**config.mk**
```make
export PLATFORM = sky130hd
export DESIGN_NAME = regfile_write_arbiter_flat
export DESIGN_NICKNAME = d
export VERILOG_FILES = /design/src/rtl/regfile_write_arbiter_if.sv /design/src/rtl/regfile_write_arbiter.sv /design/src/flat_wrapper.sv
export SDC_FILE = /design/constraint.sdc
export NUM_CORES = 1
export LEC_CHECK = 0
export CAP_MARGIN = 15
export CORE_MARGIN = 2
export CORE_UTILIZATION = 40
export DETAILED_ROUTE_END_ITERATION = 8
export DONT_BUFFER_PORTS = 1
export PLACE_DENSITY = 0.62
export SYNTH_ARGS = -nofsm -noshare
export SYNTH_HDL_FRONTEND = slang
export SYNTH_SLANG_ARGS = --single-unit
```
**constraint.sdc**
```tcl
create_clock -name clk -period 2.4 [get_ports clk]
set_clock_uncertainty 0.1 [all_clocks]
set_input_delay 0.48 -clock clk [delete_from_list [all_inputs] [get_ports clk]]
set_output_delay 0.48 -clock clk [all_outputs]
set_load 0.01 [all_outputs]
```
**src/rtl/regfile_write_arbiter_if.sv**
```systemverilog
`default_nettype none
// ============================================================================
// Module      : regfile_write_arbiter_if
// Description : Bundles the requester handshakes (A and B) and the register
//               file write-port outputs of regfile_write_arbiter.
//               master : requester/monitor side (drives valid/addr/data).
//               slave  : arbiter side (drives ready, rf_write_*, status).
// Signals     : a_valid/a_addr[2:0]/a_data[7:0]/a_ready  requester A
//               b_valid/b_addr[2:0]/b_data[7:0]/b_ready  requester B
//               rf_write_enable/rf_write_addr[2:0]/rf_write_data[7:0]
//               grant_owner, conflict_count[7:0]
// Revision    : 1.0 - initial release
// ============================================================================
interface regfile_write_arbiter_if;
    logic       a_valid;
    logic [2:0] a_addr;
    logic [7:0] a_data;
    logic       a_ready;
    logic       b_valid;
    logic [2:0] b_addr;
    logic [7:0] b_data;
    logic       b_ready;
    logic       rf_write_enable;
    logic [2:0] rf_write_addr;
    logic [7:0] rf_write_data;
    logic       grant_owner;
    logic [7:0] conflict_count;

    modport master (
        output a_valid, a_addr, a_data,
        output b_valid, b_addr, b_data,
        input  a_ready, b_ready,
        input  rf_write_enable, rf_write_addr, rf_write_data,
        input  grant_owner, conflict_count
    );

    modport slave (
        input  a_valid, a_addr, a_data,
        input  b_valid, b_addr, b_data,
        output a_ready, b_ready,
        output rf_write_enable, rf_write_addr, rf_write_data,
        output grant_owner, conflict_count
    );
endinterface
`default_nettype wire

```
**src/rtl/regfile_write_arbiter.sv**
```systemverilog
`default_nettype none
// ============================================================================
// Module      : regfile_write_arbiter
// Description : Shares the register file's single write port between
//               requester A (ALU writeback) and requester B (load/debug).
//               Round-robin arbitration with a bounded burst: under
//               contention the owner keeps the port for at most MAX_BURST
//               consecutive writes. Accepted writes reach the register file
//               through a one-cycle registered output stage.
// Ports       : clk  - system clock, rising edge
//               rst  - asynchronous active-high reset
//               bus  - regfile_write_arbiter_if.slave (handshakes, rf port,
//                      grant_owner, conflict_count)
// Parameters  : MAX_BURST - max consecutive contended grants (1..15)
// Option      : R0_WRITE_DROP_EN - when defined, accepted writes to address 0
//               are consumed but never strobed into the register file.
// Revision    : 1.0 - initial release
// ============================================================================
module regfile_write_arbiter #(
    parameter int MAX_BURST = 2
) (
    input wire logic               clk,
    input wire logic               rst,
    regfile_write_arbiter_if.slave bus
);

    localparam logic [1:0] c_IDLE      = 2'd0;
    localparam logic [1:0] c_OWN_A     = 2'd1;
    localparam logic [1:0] c_OWN_B     = 2'd2;
    localparam logic [3:0] c_MAX_BURST = 4'(MAX_BURST);

    logic [1:0] r_state;
    logic [1:0] w_state_nxt;
    logic [3:0] r_cnt;
    logic [3:0] w_cnt_nxt;
    logic       w_grant_a;
    logic       w_grant_b;
    logic       w_both;
    logic [2:0] w_sel_addr;
    logic [7:0] w_sel_data;
    logic       w_drop;
    logic       w_issue;

    logic       r_we;
    logic [2:0] r_addr;
    logic [7:0] r_data;
    logic [7:0] r_conflict;

    assign w_both = bus.a_valid && bus.b_valid;

    // ------------------------------------------------------------------
    // Arbitration: next owner, burst count and the (at most one) grant.
    // Without any valid nothing moves; IDLE is left on the first grant
    // and only comes back through reset.
    // ------------------------------------------------------------------
    always_comb begin
        w_state_nxt = r_state;
        w_cnt_nxt   = r_cnt;
        w_grant_a   = 1'b0;
        w_grant_b   = 1'b0;
        if (w_both) begin
            if (r_state == c_IDLE) begin
                w_grant_a   = 1'b1;
                w_state_nxt = c_OWN_A;
                w_cnt_nxt   = 4'd1;
            end else if (r_cnt < c_MAX_BURST) begin
                // owner keeps the port while its contended run is short
                w_grant_a = (r_state == c_OWN_A);
                w_grant_b = (r_state == c_OWN_B);
                w_cnt_nxt = r_cnt + 4'd1;
            end else if (r_state == c_OWN_A) begin
                w_grant_b   = 1'b1;
                w_state_nxt = c_OWN_B;
                w_cnt_nxt   = 4'd1;
            end else begin
                w_grant_a   = 1'b1;
                w_state_nxt = c_OWN_A;
                w_cnt_nxt   = 4'd1;
            end
        end else if (bus.a_valid) begin
            w_grant_a   = 1'b1;
            w_state_nxt = c_OWN_A;
            w_cnt_nxt   = 4'd1;
        end else if (bus.b_valid) begin
            w_grant_b   = 1'b1;
            w_state_nxt = c_OWN_B;
            w_cnt_nxt   = 4'd1;
        end
    end

    always_ff @(posedge clk or posedge rst) begin
        if (rst) begin
            r_state <= c_IDLE;
            r_cnt   <= 4'd0;
        end else begin
            r_state <= w_state_nxt;
            r_cnt   <= w_cnt_nxt;
        end
    end

    assign bus.a_ready = w_grant_a;
    assign bus.b_ready = w_grant_b;

    // ------------------------------------------------------------------
    // Write path selection and optional R0 suppression
    // ------------------------------------------------------------------
    assign w_sel_addr = w_grant_b ? bus.b_addr : bus.a_addr;
    assign w_sel_data = w_grant_b ? bus.b_data : bus.a_data;

`ifdef R0_WRITE_DROP_EN
    // R0 is hardwired to zero: swallow the transfer, leave the port quiet
    assign w_drop = (w_sel_addr == 3'd0);
`else
    assign w_drop = 1'b0;
`endif

    assign w_issue = (w_grant_a || w_grant_b) && !w_drop;

    // ------------------------------------------------------------------
    // Registered output stage; addr/data hold their last issued value
    // ------------------------------------------------------------------
    always_ff @(posedge clk or posedge rst) begin
        if (rst) begin
            r_we   <= 1'b0;
            r_addr <= 3'd0;
            r_data <= 8'd0;
        end else begin
            r_we <= w_issue;
            if (w_issue) begin
                r_addr <= w_sel_addr;
                r_data <= w_sel_data;
            end
        end
    end

    // Contention counter, saturating at 255; stall cycles count too
    always_ff @(posedge clk or posedge rst) begin
        if (rst) begin
            r_conflict <= 8'd0;
        end else if (w_both && (r_conflict != 8'hFF)) begin
            r_conflict <= r_conflict + 8'd1;
        end
    end

    assign bus.rf_write_enable = r_we;
    assign bus.rf_write_addr   = r_addr;
    assign bus.rf_write_data   = r_data;
    assign bus.grant_owner     = (r_state == c_OWN_B);
    assign bus.conflict_count  = r_conflict;

endmodule
`default_nettype wire

```
**src/flat_wrapper.sv**
```systemverilog
// flat-port wrapper written by rule: the top's interface ports become plain ports
module regfile_write_arbiter_flat 
#(
    parameter int MAX_BURST = 2
)
  (clk, rst, bus_a_valid, bus_a_addr, bus_a_data, bus_b_valid, bus_b_addr, bus_b_data, bus_a_ready, bus_b_ready, bus_rf_write_enable, bus_rf_write_addr, bus_rf_write_data, bus_grant_owner, bus_conflict_count);
  regfile_write_arbiter_if bus_i ();
  input wire logic clk;
  input wire logic rst;
  input wire logic [$bits(bus_i.a_valid)-1:0] bus_a_valid;
  input wire logic [$bits(bus_i.a_addr)-1:0] bus_a_addr;
  input wire logic [$bits(bus_i.a_data)-1:0] bus_a_data;
  input wire logic [$bits(bus_i.b_valid)-1:0] bus_b_valid;
  input wire logic [$bits(bus_i.b_addr)-1:0] bus_b_addr;
  input wire logic [$bits(bus_i.b_data)-1:0] bus_b_data;
  output wire logic [$bits(bus_i.a_ready)-1:0] bus_a_ready;
  output wire logic [$bits(bus_i.b_ready)-1:0] bus_b_ready;
  output wire logic [$bits(bus_i.rf_write_enable)-1:0] bus_rf_write_enable;
  output wire logic [$bits(bus_i.rf_write_addr)-1:0] bus_rf_write_addr;
  output wire logic [$bits(bus_i.rf_write_data)-1:0] bus_rf_write_data;
  output wire logic [$bits(bus_i.grant_owner)-1:0] bus_grant_owner;
  output wire logic [$bits(bus_i.conflict_count)-1:0] bus_conflict_count;
  assign bus_i.a_valid = bus_a_valid;
  assign bus_i.a_addr = bus_a_addr;
  assign bus_i.a_data = bus_a_data;
  assign bus_i.b_valid = bus_b_valid;
  assign bus_i.b_addr = bus_b_addr;
  assign bus_i.b_data = bus_b_data;
  assign bus_a_ready = bus_i.a_ready;
  assign bus_b_ready = bus_i.b_ready;
  assign bus_rf_write_enable = bus_i.rf_write_enable;
  assign bus_rf_write_addr = bus_i.rf_write_addr;
  assign bus_rf_write_data = bus_i.rf_write_data;
  assign bus_grant_owner = bus_i.grant_owner;
  assign bus_conflict_count = bus_i.conflict_count;
  regfile_write_arbiter #(.MAX_BURST(MAX_BURST)) u_core (.clk(clk), .rst(rst), .bus(bus_i));
endmodule
```
==> results.py, run 1 <==
metrics = {
    "critical_path": {
        "cp.required_ps": 1820,
        "timing.critical_path.to_type": "output port",
        "cp-start-kind": "flop",
        "cp_data_arrival_time_ps": 1770,
        "path_max_fanout": 4,
        "worst_setup_path_type": "reg -> out",
        "rr_worst_depth": 5,
    },
    "sta": {
        "rsz_0062_raised_after_global_routing": "yes",
        "max_freq_mhz": 425,
        "timing.final.ws_setup_ps": 49.1,
        "slew_viol_final": 0,
        "fin_crit_ps": 2350,
        "timing_worst_slew_pin_value_ps": 323,
        "report.final.setup_viol": 0,
        "slew-limit-headroom": 0.784,
        "final.period_utilization": 0.980,
        "fin_worst_hold_slack_ps": 135,
        "report.final.hold_viol_count": 0,
    },
    "yosys": {
        "synth.distinct_cells": 32,
        "synth_top_area_share": 0.497,
        "postSynthNetCount": 159,
        "ys_ff_latch": 26,
        "synth_area_sq_um": 1310,
        "synth_top_area_cell": "sky130_fd_sc_hd__dfrtp_1",
        "synth_cells": 131,
        "yosys_warnings": 0,
        "synth_seq_area_share": 0.497,
        "avgSynthCellArea_sq_um": 9.99,
        "netlist_top_cells_area": "sky130_fd_sc_hd__dfrtp_1 50%, sky130_fd_sc_hd__a311o_1 6.9%, sky130_fd_sc_hd__nand2_1 6.0%",
    },
    "grt": {
        "first_global_vias": 919,
        "globalRouteOverflowTotal": 0,
        "overall_global_routing_usage": 0.151,
        "grt_max_degree": 27,
        "antenna_violations_before_repair": 0,
        "grt_pass1_wl_microns": 4130,
    },
    "routing": {
        "route.vias.total": 986,
        "drt_wl_total_microns": 2750,
        "detail_route.vias_per_cell": 5.33,
        "firstDrtPassIters": 4,
        "detail_route.drc_violations": 0,
        "antenna_left": 0,
        "detailedRoute.firstIterationViolations": 33,
        "post_drt_wl_per_cell_microns": 14.8,
    },
    "placed_design": {
        "hpwl_microns": 2000,
        "placed_area_sq_um": 1370,
        "io_buffer_count": 0,
        "gp_routability_congestion": 0.745,
        "dp_worst_setup_slack_ps": 280,
        "dp.cells": 174,
    },
    "clock_tree": {
        "cts_buffers": 3,
        "htree_levels": 1,
        "clk_root_buffer_cell": "sky130_fd_sc_hd__clkbuf_4",
        "worstSkewPairLatency_ps": 310,
        "cts_tree": "built",
        "clock_tree.buffer_depth": 2,
        "clock_sink_count": 26,
        "clock_slew_seen_by_the_registers_of_the_worst_setup_and_hold_paths_ps": 130,
    },
    "layout": {
        "area_delta_synth_final_pct": 11.9,
        "antennaDiodeCount": 0,
        "nets": 170,
        "multiInputGateArea_sq_um": 616,
        "fillCellCount": 299,
        "stdcell_area_sq_um": 1460,
        "layout-drive-gt1-share": 0.135,
        "sequential_cell_area_sq_um": 651,
        "number_of_standard_cells_in_the_layout_taps_in_and_fillers_out": 185,
    },
    "run": {
        "maxCapViolations": 0,
    },
    "power_and_ir_drop": {
        "worst_ir_drop_vdd_uv": 390,
        "final_total_pwr_w": 0.00114,
        "static-leakage-power_nw": 0.656,
        "power.density_cell_area_nw_per_um2": 782,
    },
    "floorplan": {
        "initial_utilization": 0.425,
        "floorplan.rows": 20,
        "die_width_microns": 61.2,
        "dieHeight_microns": 61.2,
        "design.die.area_sq_um": 3750,
        "placeableCoreArea_sq_um": 3080,
        "io_pins": 49,
    },
    "outcome": {
        "outcome": "completed",
    },
    "hold_path": {
        "timing.hold.worst.class": "in -> reg",
        "hold_path_depth": 1,
    },
}
[sequential cells by signal, summed over array words and instances (netlist names)]
name and flops:
u_core.bus.rf_write_addr 3, u_core.bus.rf_write_enable 1, u_core.r_state 2, u_core.r_cnt 4, u_core.bus.rf_write_data 8, u_core.bus.conflict_count 8
[final cells by class]
class,instances,share of cell area
Clock buffer,4,0.0248
Tap cell,44,0.0376
Timing Repair Buffer,12,0.0632
Sequential cell,26,0.444
Multi-Input combinational cell,96,0.421
Inverter,3,0.00940
[timing repair]
action / 4_1_cts / 5_1_grt
endpoints found under the hold margin: 26 / 0
endpoints found under the setup margin: 1 / 1
gates resized for setup: 1 / 1
setup buffers: 3 / 3
hold buffers: 1 / 0
[synth_stat cells, drive strengths merged]
master and count:
clkbuf 4, o211ai 1, or4b 1, o22ai 1, o221a 1, a22o 3, xnor2 5, a21oi 3
nor2 11, a311o 9, o211a 1, o2111a 1, nand2 21, nor2b 11, nand3 3, o311a 1
nor3 5, o21ai 3, dfrtp 26, buf 2, and2 1, inv 3, a31oi 3, ha 2
xor2 2, nand2b 2, o311ai 1, nand4 1, and3 3
[per-stage QoR]
stage,TNS [ps],util
after floorplan,0,-
after global placement,0,0.445
after detailed placement,0,0.445
after CTS,0,0.467
after global routing,-23.3,0.476
final,0,0.476
[kinds of logic after synthesis]
group / count (synthesis) / synth area share
adder cells (fa/ha/maj): 2 / 0.0191
AO/OA/AOI/OAI: 28 / 0.176
AND/OR/NAND/NOR: 59 / 0.228
buffers and inverters: 9 / 0.0325
flip-flops: 26 / 0.497
XOR/XNOR: 7 / 0.0468
[worst paths after layout]
path                                              from                                       to  slack (ps)
min in group asynchronous                          rst  u_core.bus.rf_write_data[2]$_DFFE_PP0P_         540
hold / removal                             bus_b_valid            u_core.r_state[0]$_DFFE_PP0P_         140
setup reg to reg           u_core.r_cnt[3]$_DFFE_PP0P_  u_core.bus.rf_write_data[6]$_DFFE_PP0P_         270
setup / recovery           u_core.r_cnt[3]$_DFFE_PP0P_                              bus_b_ready          50
max in group asynchronous                          rst            u_core.r_state[0]$_DFFE_PP0P_        1420
hold reg to reg            u_core.r_cnt[0]$_DFFE_PP0P_              u_core.r_cnt[0]$_DFFE_PP0P_         390
[power by group]
part	leakage (nW)	total [W]	internal, W	switching (W)
Sequential	0.318	0.000662	0.000530	0.000133
Combinational	0.317	0.000267	0.000140	0.000127
Clock	0.0210	0.000216	0.0000927	0.000123
[critical path, stage by stage, from the launching register on]
cell                       delay, ps
sky130_fd_sc_hd__dfrtp_1         400
sky130_fd_sc_hd__or4b_4          560
sky130_fd_sc_hd__o221a_1         270
sky130_fd_sc_hd__nand2b_4        160
sky130_fd_sc_hd__inv_4            60
[per-layer routing]
metal  wire, microns  vias up  global-route usage
li1                -      487                   -
met1            1220      470               0.190
met2            1330       25               0.248
met3             159        4              0.0441
met4              36        0              0.0559
met5               0        -                   0
[cell usage in the layout (no fill, tap or decap), drive strengths merged, types with 4 or more instances in the layout]
cell	netlist	routed
nor2	11	11
nor3	5	5
nor2b	11	11
nand2	21	21
buf	2	11
clkbuf	4	4
a311o	9	9
xnor2	5	5
dfrtp	26	26
No activity file was read; power rests on OpenSTA's default activity.
==> inputs of run 2 (changes only) <==
--- a/config.mk
+++ b/config.mk
@@ -5,6 +5,7 @@
 export SDC_FILE = /design/constraint.sdc
 export NUM_CORES = 1
 export LEC_CHECK = 0
+export ABC_CLOCK_PERIOD_IN_PS = 2400
 export CAP_MARGIN = 15
 export CORE_MARGIN = 2
 export CORE_UTILIZATION = 40
==> results of run 2 <==
Same layout as run 1: the final DEF is identical, and so are final timing and power.
==> inputs of run 3 (changes only) <==
--- a/config.mk
+++ b/config.mk
@@ -15,3 +15,4 @@
 export SYNTH_ARGS = -nofsm -noshare
 export SYNTH_HDL_FRONTEND = slang
 export SYNTH_SLANG_ARGS = --single-unit
+export TNS_END_PERCENT = 50
==> results of run 3 <==
Same layout as run 1: the final DEF is identical, and so are final timing and power.
